===== config.mk =====
export PLATFORM = sky130hd
export DESIGN_NAME = ps2_direction_encoder
export DESIGN_NICKNAME = d
export VERILOG_FILES = /design/src/rtl/ps2_direction_encoder_pkg.sv /design/src/rtl/ps2_direction_encoder_dir_arbiter.sv /design/src/rtl/ps2_direction_encoder.sv
export SDC_FILE = /design/constraint.sdc
export NUM_CORES = 1
export LEC_CHECK = 0
export CORE_UTILIZATION = 45
export DETAILED_ROUTE_END_ITERATION = 8
export PLACE_DENSITY = 0.66
export SLEW_MARGIN = 0
export SYNTH_ARGS = -nofsm -noshare
export SYNTH_HDL_FRONTEND = slang
export SYNTH_HIERARCHICAL = 1
export SYNTH_SLANG_ARGS = --single-unit

===== constraint.sdc =====
create_clock -name clock -period 6.4 [get_ports clock]
set_clock_uncertainty 0.2 [all_clocks]
set_input_delay 0.96 -clock clock [delete_from_list [all_inputs] [get_ports clock]]
set_output_delay 0.96 -clock clock [all_outputs]
set_load 0.02 [all_outputs]

===== src/rtl/ps2_direction_encoder_pkg.sv =====
// Shared scancode constants, direction codes and parser state type for the
// PS/2 direction encoder.
package ps2_direction_encoder_pkg;

    localparam logic [7:0] SC_E0 = 8'hE0;
    localparam logic [7:0] SC_F0 = 8'hF0;
    localparam logic [7:0] SC_E1 = 8'hE1;

    localparam logic [7:0] KEY_W     = 8'h1D;
    localparam logic [7:0] KEY_D     = 8'h23;
    localparam logic [7:0] KEY_S     = 8'h1B;
    localparam logic [7:0] KEY_A     = 8'h1C;
    localparam logic [7:0] KEY_UP    = 8'h75;
    localparam logic [7:0] KEY_RIGHT = 8'h74;
    localparam logic [7:0] KEY_DOWN  = 8'h72;
    localparam logic [7:0] KEY_LEFT  = 8'h6B;
    localparam logic [7:0] KEY_P     = 8'h4D;

    localparam logic [2:0] DIR_NONE  = 3'd0;
    localparam logic [2:0] DIR_UP    = 3'd1;
    localparam logic [2:0] DIR_RIGHT = 3'd2;
    localparam logic [2:0] DIR_DOWN  = 3'd3;
    localparam logic [2:0] DIR_LEFT  = 3'd4;

    typedef enum logic [1:0] {
        IDLE,
        EXT,
        BRK,
        EXT_BRK
    } parse_state_t;

    // Key index within a player: 0 up, 1 right, 2 down, 3 left.
    typedef struct packed {
        logic       hit;
        logic [1:0] idx;
    } key_hit_t;

    function automatic key_hit_t lookup_p0(input logic [7:0] code);
        key_hit_t r;
        r.hit = 1'b1;
        r.idx = 2'd0;
        case (code)
            KEY_W:   r.idx = 2'd0;
            KEY_D:   r.idx = 2'd1;
            KEY_S:   r.idx = 2'd2;
            KEY_A:   r.idx = 2'd3;
            default: r.hit = 1'b0;
        endcase
        return r;
    endfunction

    function automatic key_hit_t lookup_p1(input logic [7:0] code);
        key_hit_t r;
        r.hit = 1'b1;
        r.idx = 2'd0;
        case (code)
            KEY_UP:    r.idx = 2'd0;
            KEY_RIGHT: r.idx = 2'd1;
            KEY_DOWN:  r.idx = 2'd2;
            KEY_LEFT:  r.idx = 2'd3;
            default:   r.hit = 1'b0;
        endcase
        return r;
    endfunction

    // Last-pressed wins while still held, else fixed priority up>right>down>left.
    function automatic logic [2:0] resolve_dir(input logic [3:0] held, input logic [1:0] last);
        if (held[last])  return {1'b0, last} + 3'd1;
        else if (held[0]) return DIR_UP;
        else if (held[1]) return DIR_RIGHT;
        else if (held[2]) return DIR_DOWN;
        else if (held[3]) return DIR_LEFT;
        else              return DIR_NONE;
    endfunction

    function automatic logic [3:0] code_to_onehot(input logic [2:0] code);
        case (code)
            DIR_UP:    return 4'b0001;
            DIR_RIGHT: return 4'b0010;
            DIR_DOWN:  return 4'b0100;
            DIR_LEFT:  return 4'b1000;
            default:   return 4'b0000;
        endcase
    endfunction

endpackage


===== src/rtl/ps2_direction_encoder_dir_arbiter.sv =====
// Per-player held-key tracking and direction resolution with registered
// direction outputs.
module dir_arbiter
    import ps2_direction_encoder_pkg::*;
(
    input  logic       clock,
    input  logic       reset,
    input  logic       make_valid,
    input  logic       break_valid,
    input  logic [1:0] key_idx,
    output logic [2:0] dir_code,
    output logic [3:0] dir_onehot
);

    logic [3:0] held, held_next;
    logic [1:0] last, last_next;
    logic [2:0] dir_next;

    always_comb begin
        held_next = held;
        last_next = last;
        if (make_valid) begin
            held_next[key_idx] = 1'b1;
            last_next          = key_idx;
        end else if (break_valid) begin
            held_next[key_idx] = 1'b0;
        end
        dir_next = resolve_dir(held_next, last_next);
    end

    // Outputs are registered from next-state values so they settle one edge after the strobe.
    always_ff @(posedge clock) begin
        if (!reset) begin
            held       <= 4'b0000;
            last       <= 2'd0;
            dir_code   <= DIR_NONE;
            dir_onehot <= 4'b0000;
        end else begin
            held       <= held_next;
            last       <= last_next;
            dir_code   <= dir_next;
            dir_onehot <= code_to_onehot(dir_next);
        end
    end

endmodule


===== src/rtl/ps2_direction_encoder.sv =====
// PS/2 scancode parser feeding two independent direction arbiters plus a
// pause-key edge detector.
module ps2_direction_encoder
    import ps2_direction_encoder_pkg::*;
#(
    parameter int unsigned PREFIX_TIMEOUT = 1000000
) (
    input  logic       clock,
    input  logic       reset,
    input  logic       ps2_key_pressed,
    input  logic [7:0] ps2_out,
    output logic       upSig,
    output logic       rightSig,
    output logic       downSig,
    output logic       leftSig,
    output logic       upSig2,
    output logic       rightSig2,
    output logic       downSig2,
    output logic       leftSig2,
    output logic [2:0] dir_code0,
    output logic [2:0] dir_code1,
    output logic       pauseButton
);

    localparam int CNT_W = $clog2(PREFIX_TIMEOUT + 1);
    localparam logic [CNT_W-1:0] TIMEOUT_LIMIT = CNT_W'(PREFIX_TIMEOUT);

    parse_state_t   state, state_next;
    logic [CNT_W-1:0] idle_cnt;
    logic           timeout;
    key_hit_t       hit0, hit1;
    logic           make0, break0, make1, break1;
    logic           p_make, p_break, p_held;
    logic [3:0]     onehot0, onehot1;

    assign hit0 = lookup_p0(ps2_out);
    assign hit1 = lookup_p1(ps2_out);

    // Idle cycles are counted only while a prefix is pending.
    assign timeout = !ps2_key_pressed && (state != IDLE) &&
                     ((idle_cnt + CNT_W'(1)) == TIMEOUT_LIMIT);

    always_ff @(posedge clock) begin
        if (!reset) state <= IDLE;
        else        state <= state_next;
    end

    always_ff @(posedge clock) begin
        if (!reset)
            idle_cnt <= '0;
        else if (ps2_key_pressed || (state == IDLE) || timeout)
            idle_cnt <= '0;
        else
            idle_cnt <= idle_cnt + CNT_W'(1);
    end

    always_comb begin
        state_next = state;
        make0      = 1'b0;
        break0     = 1'b0;
        make1      = 1'b0;
        break1     = 1'b0;
        p_make     = 1'b0;
        p_break    = 1'b0;
        if (ps2_key_pressed) begin
            if (ps2_out == SC_E1) begin
                state_next = IDLE;
            end else begin
                case (state)
                    IDLE: begin
                        if (ps2_out == SC_E0)      state_next = EXT;
                        else if (ps2_out == SC_F0) state_next = BRK;
                        else begin
                            make0  = hit0.hit;
                            p_make = (ps2_out == KEY_P);
                        end
                    end
                    EXT: begin
                        if (ps2_out == SC_F0) begin
                            state_next = EXT_BRK;
                        end else begin
                            state_next = IDLE;
                            make1      = hit1.hit && (ps2_out != SC_E0);
                        end
                    end
                    BRK: begin
                        state_next = IDLE;
                        break0     = hit0.hit;
                        p_break    = (ps2_out == KEY_P);
                    end
                    EXT_BRK: begin
                        state_next = IDLE;
                        break1     = hit1.hit;
                    end
                    default: state_next = IDLE;
                endcase
            end
        end else if (timeout) begin
            state_next = IDLE;
        end
    end

    always_ff @(posedge clock) begin
        if (!reset) begin
            p_held      <= 1'b0;
            pauseButton <= 1'b0;
        end else begin
            pauseButton <= p_make && !p_held;
            if (p_make)       p_held <= 1'b1;
            else if (p_break) p_held <= 1'b0;
        end
    end

    dir_arbiter u_arb0 (
        .clock       (clock),
        .reset       (reset),
        .make_valid  (make0),
        .break_valid (break0),
        .key_idx     (hit0.idx),
        .dir_code    (dir_code0),
        .dir_onehot  (onehot0)
    );

    dir_arbiter u_arb1 (
        .clock       (clock),
        .reset       (reset),
        .make_valid  (make1),
        .break_valid (break1),
        .key_idx     (hit1.idx),
        .dir_code    (dir_code1),
        .dir_onehot  (onehot1)
    );

    assign upSig     = onehot0[0];
    assign rightSig  = onehot0[1];
    assign downSig   = onehot0[2];
    assign leftSig   = onehot0[3];
    assign upSig2    = onehot1[0];
    assign rightSig2 = onehot1[1];
    assign downSig2  = onehot1[2];
    assign leftSig2  = onehot1[3];

endmodule


==> flow_metrics.tcl <==
set metrics [dict create \
    crit_top_cell "inv_1" \
    async_flop_share_pct 0 \
    outcome "complete, no violations" \
    wl_microns 5790 \
    finalSetupViolCount 0 \
    syn_nets 360 \
    crit_slowest_cell "nor3_1" \
    numCtsBuffers 5 \
    required_ps 6440 \
    clock_path_buffers 2 \
    crit_arrival_ps 4760 \
    vias 2455 \
    path_buf_inv 4 \
    wl_per_cell_microns 13.0 \
    drive_gt1_share_pct 10.6 \
    rsz0062_at_grt "false" \
    fp.coreArea_sq_um 6350 \
    drt_iter0_markers 128 \
    relSlewSlack_pct 31.6 \
    first_pass_iters 6 \
    numClockSinks 50 \
    ios 26 \
    ys_ff_latch 50 \
    worstPathMaxFanout 8 \
    die_h_microns 83.0 \
    dpl.hpwl_microns 4150 \
    clkTransAtPathRegs_ps 90 \
    overflow 0 \
    ctsResizeCount 0 \
    num_rows 29 \
    cts_max_level 2 \
    root_buffer "clkbuf_8" \
    synth_warnings 6 \
    antenna_found_initial 0 \
    postLayoutCoreUtil_pct 52.1 \
    powerDensity_nw_per_um2 166 \
    route.detailed.drc 0 \
    gp_congestion 0.806 \
    startpoint_type "input port" \
    synthCells 345 \
    track_usage_pct 17.6 \
    cpLargestDelayFamily "simple AND/OR/NAND/NOR gates" \
    grt_pass1_wl_microns 10200 \
    fmax_ghz 0.212 \
    slew_viol_final 0 \
    area_growth_pct 12.1 \
    die_area_sq_um 6880 \
    yosysSeqAreaShare_pct 33.9 \
    viasPerCell 5.53 \
    grt_max_degree 15 \
    p_leak_nw 1.15 \
    timing.final.crit_period_ps 4720 \
    synth_edf_count 0 \
    clk-insertion-delay-late_ps 300 \
    cts_tree "built" \
    path_cells "clkdlybuf4s50_1 > nor2b_1 > nand4_1 > or2_2 > a21boi_0 > inv_1 > nor3_1 > inv_1 > a21boi_4 > inv_2 > mux2_2 > mux2i_4 > mux2_1 > nor2_1" \
    setup-tns-final_ps 0 \
    num_antenna_cells 0 \
    portBuffers 25 \
    initial_core_util_pct 46.4 \
    fin_nets 381 \
    cts_hold_buf 0 \
    synth_cell_type_count 72 \
    tightest_slew_ps 1020 \
    cp-end-kind "register" \
    syn-cell-area_sq_um 2950 \
    vdd_ir_drop_max_mv 0.0838 \
    hold_viol 0 \
    critPathKind "in -> reg" \
    syn_area_per_cell_sq_um 8.55 \
    ant_nets 0 \
    grt_pass1_vias 2228 \
    postCtsSetupRepairBufs 0 \
    slowest_delay_ps 830 \
    synth-main-ff-cell "dfxtp_1" \
    hp-class "reg -> reg" \
    cap_violations 0 \
    die_x_microns 83.0 \
    period_share_pct 73.7 \
]
synth_stat cells (all sizes together) (5+ instances only):
cell type | n | share of area (%)
dfxtp | 50 | 34
nor2 | 47 | 6.2
nand2 | 22 | 3.0
a21oi | 19 | 4.0
inv | 19 | 2.4
nand3 | 15 | 3.1
xor2 | 15 | 4.5
nand4 | 14 | 3.0
buf | 13 | 4.0
nor3 | 12 | 2.0
o21ai | 11 | 1.9
xnor2 | 8 | 2.4
mux2i | 7 | 3.5
nor2b | 7 | 1.5
nand2b | 6 | 1.3
a31oi | 5 | 1.1
nand3b | 5 | 1.3
state kept, by name, indices dropped and copies added, names as in the netlist:
signal	flops
u_arb1/held	4
u_arb0/held	4
pauseButton	1
u_arb0/dir_code	3
u_arb1/last	2
u_arb0/dir_onehot	4
u_arb1/dir_onehot	4
u_arb0/last	2
u_arb1/dir_code	3
state	2
idle_cnt	20
p_held	1
power by group:
| part | switching [mW] | leakage, nW | total, mW | internal, mW |
|---|---|---|---|---|
| Clock | 0.100 | 0.0524 | 0.217 | 0.117 |
| Sequential | 0.000112 | 0.403 | 0.311 | 0.311 |
| Combinational | 0.0120 | 0.694 | 0.0213 | 0.00931 |
metrics by stage:
stage / power [mW] / worst slack, ps / hold slack, ps / area (sq um) / std cells
detailed placement: 0.339 / 1420 / 219 / 3200 / 436
CTS: 0.557 / 1730 / 234 / 3310 / 444
global route: 0.574 / 1410 / 249 / 3310 / 444
floorplan: 0.329 / 2460 / 192 / 2950 / 345
global placement: 0.339 / 1530 / 216 / 3200 / 436
finish: 0.549 / 1680 / 234 / 3310 / 444
logic make-up after synthesis:
kind of cell               count (synthesis)  synth area share [%]
and+or+nand+nor                          153                  28.0
muxes                                      9                  4.24
AOI/OAI and AO/OA                         70                  18.0
buffers and inverters                     35                  6.87
DFF                                       50                  33.9
adders and majority gates                  5                  2.08
xor gates and xnor gates                  23                  6.83
cell type report:
| cell class | count | area [sq um] |
|---|---|---|
| fill | 603 | 3040 |
| multi-input combinational | 260 | 1750 |
| sequential | 50 | 1000 |
| timing repair buffer | 29 | 280 |
| tap | 77 | 96.3 |
| clock buffer | 7 | 76.3 |
| inverter | 20 | 76.3 |
| clock inverter | 1 | 30.0 |
layer usage:
layer	global-route usage (%)	part of all wire (%)	up-vias
met3	3.88	4.6	7
met4	5.80	1.1	0
met1	25.5	53	1109
li1	-	-	1273
met5	0	0	-
met2	25.9	41	66
layout by cell type, fill, tap and decap left out, types with 3 or more instances in the layout:
cell type        instances
o211ai_1                 3
nand2b_1                 6
buf_4                    4
nand3b_1                 5
xor2_1                  15
a21oi_1                 17
nand4_1                 14
inv_1                   16
a32oi_1                  4
nand2_1                 20
nor2_1                  46
nand3_1                 13
o21ai_0                  9
clkdlybuf4s50_1         25
inv_2                    3
dfxtp_1                 50
ha_1                     4
clkbuf_8                 5
nor3_1                  12
mux2i_1                  3
nor2b_1                  7
a31oi_1                  5
xnor2_1                  8
and2_1                   4
worst paths after layout:
path,start,endpoint,slack [ps],cells past startpoint
hold reg to reg,p_held$_SDFFE_PN0P_,pauseButton$_SDFF_PN0_,230,1
setup reg to reg,state[0]$_SDFFE_PN0P_,u_arb1/dir_code[1]$_SDFF_PN0_,3100,10
hold / removal,p_held$_SDFFE_PN0P_,pauseButton$_SDFF_PN0_,230,1
setup / recovery,ps2_out[6],u_arb1/dir_code[1]$_SDFF_PN0_,1680,14
No activity file was read; power rests on OpenSTA's default activity.
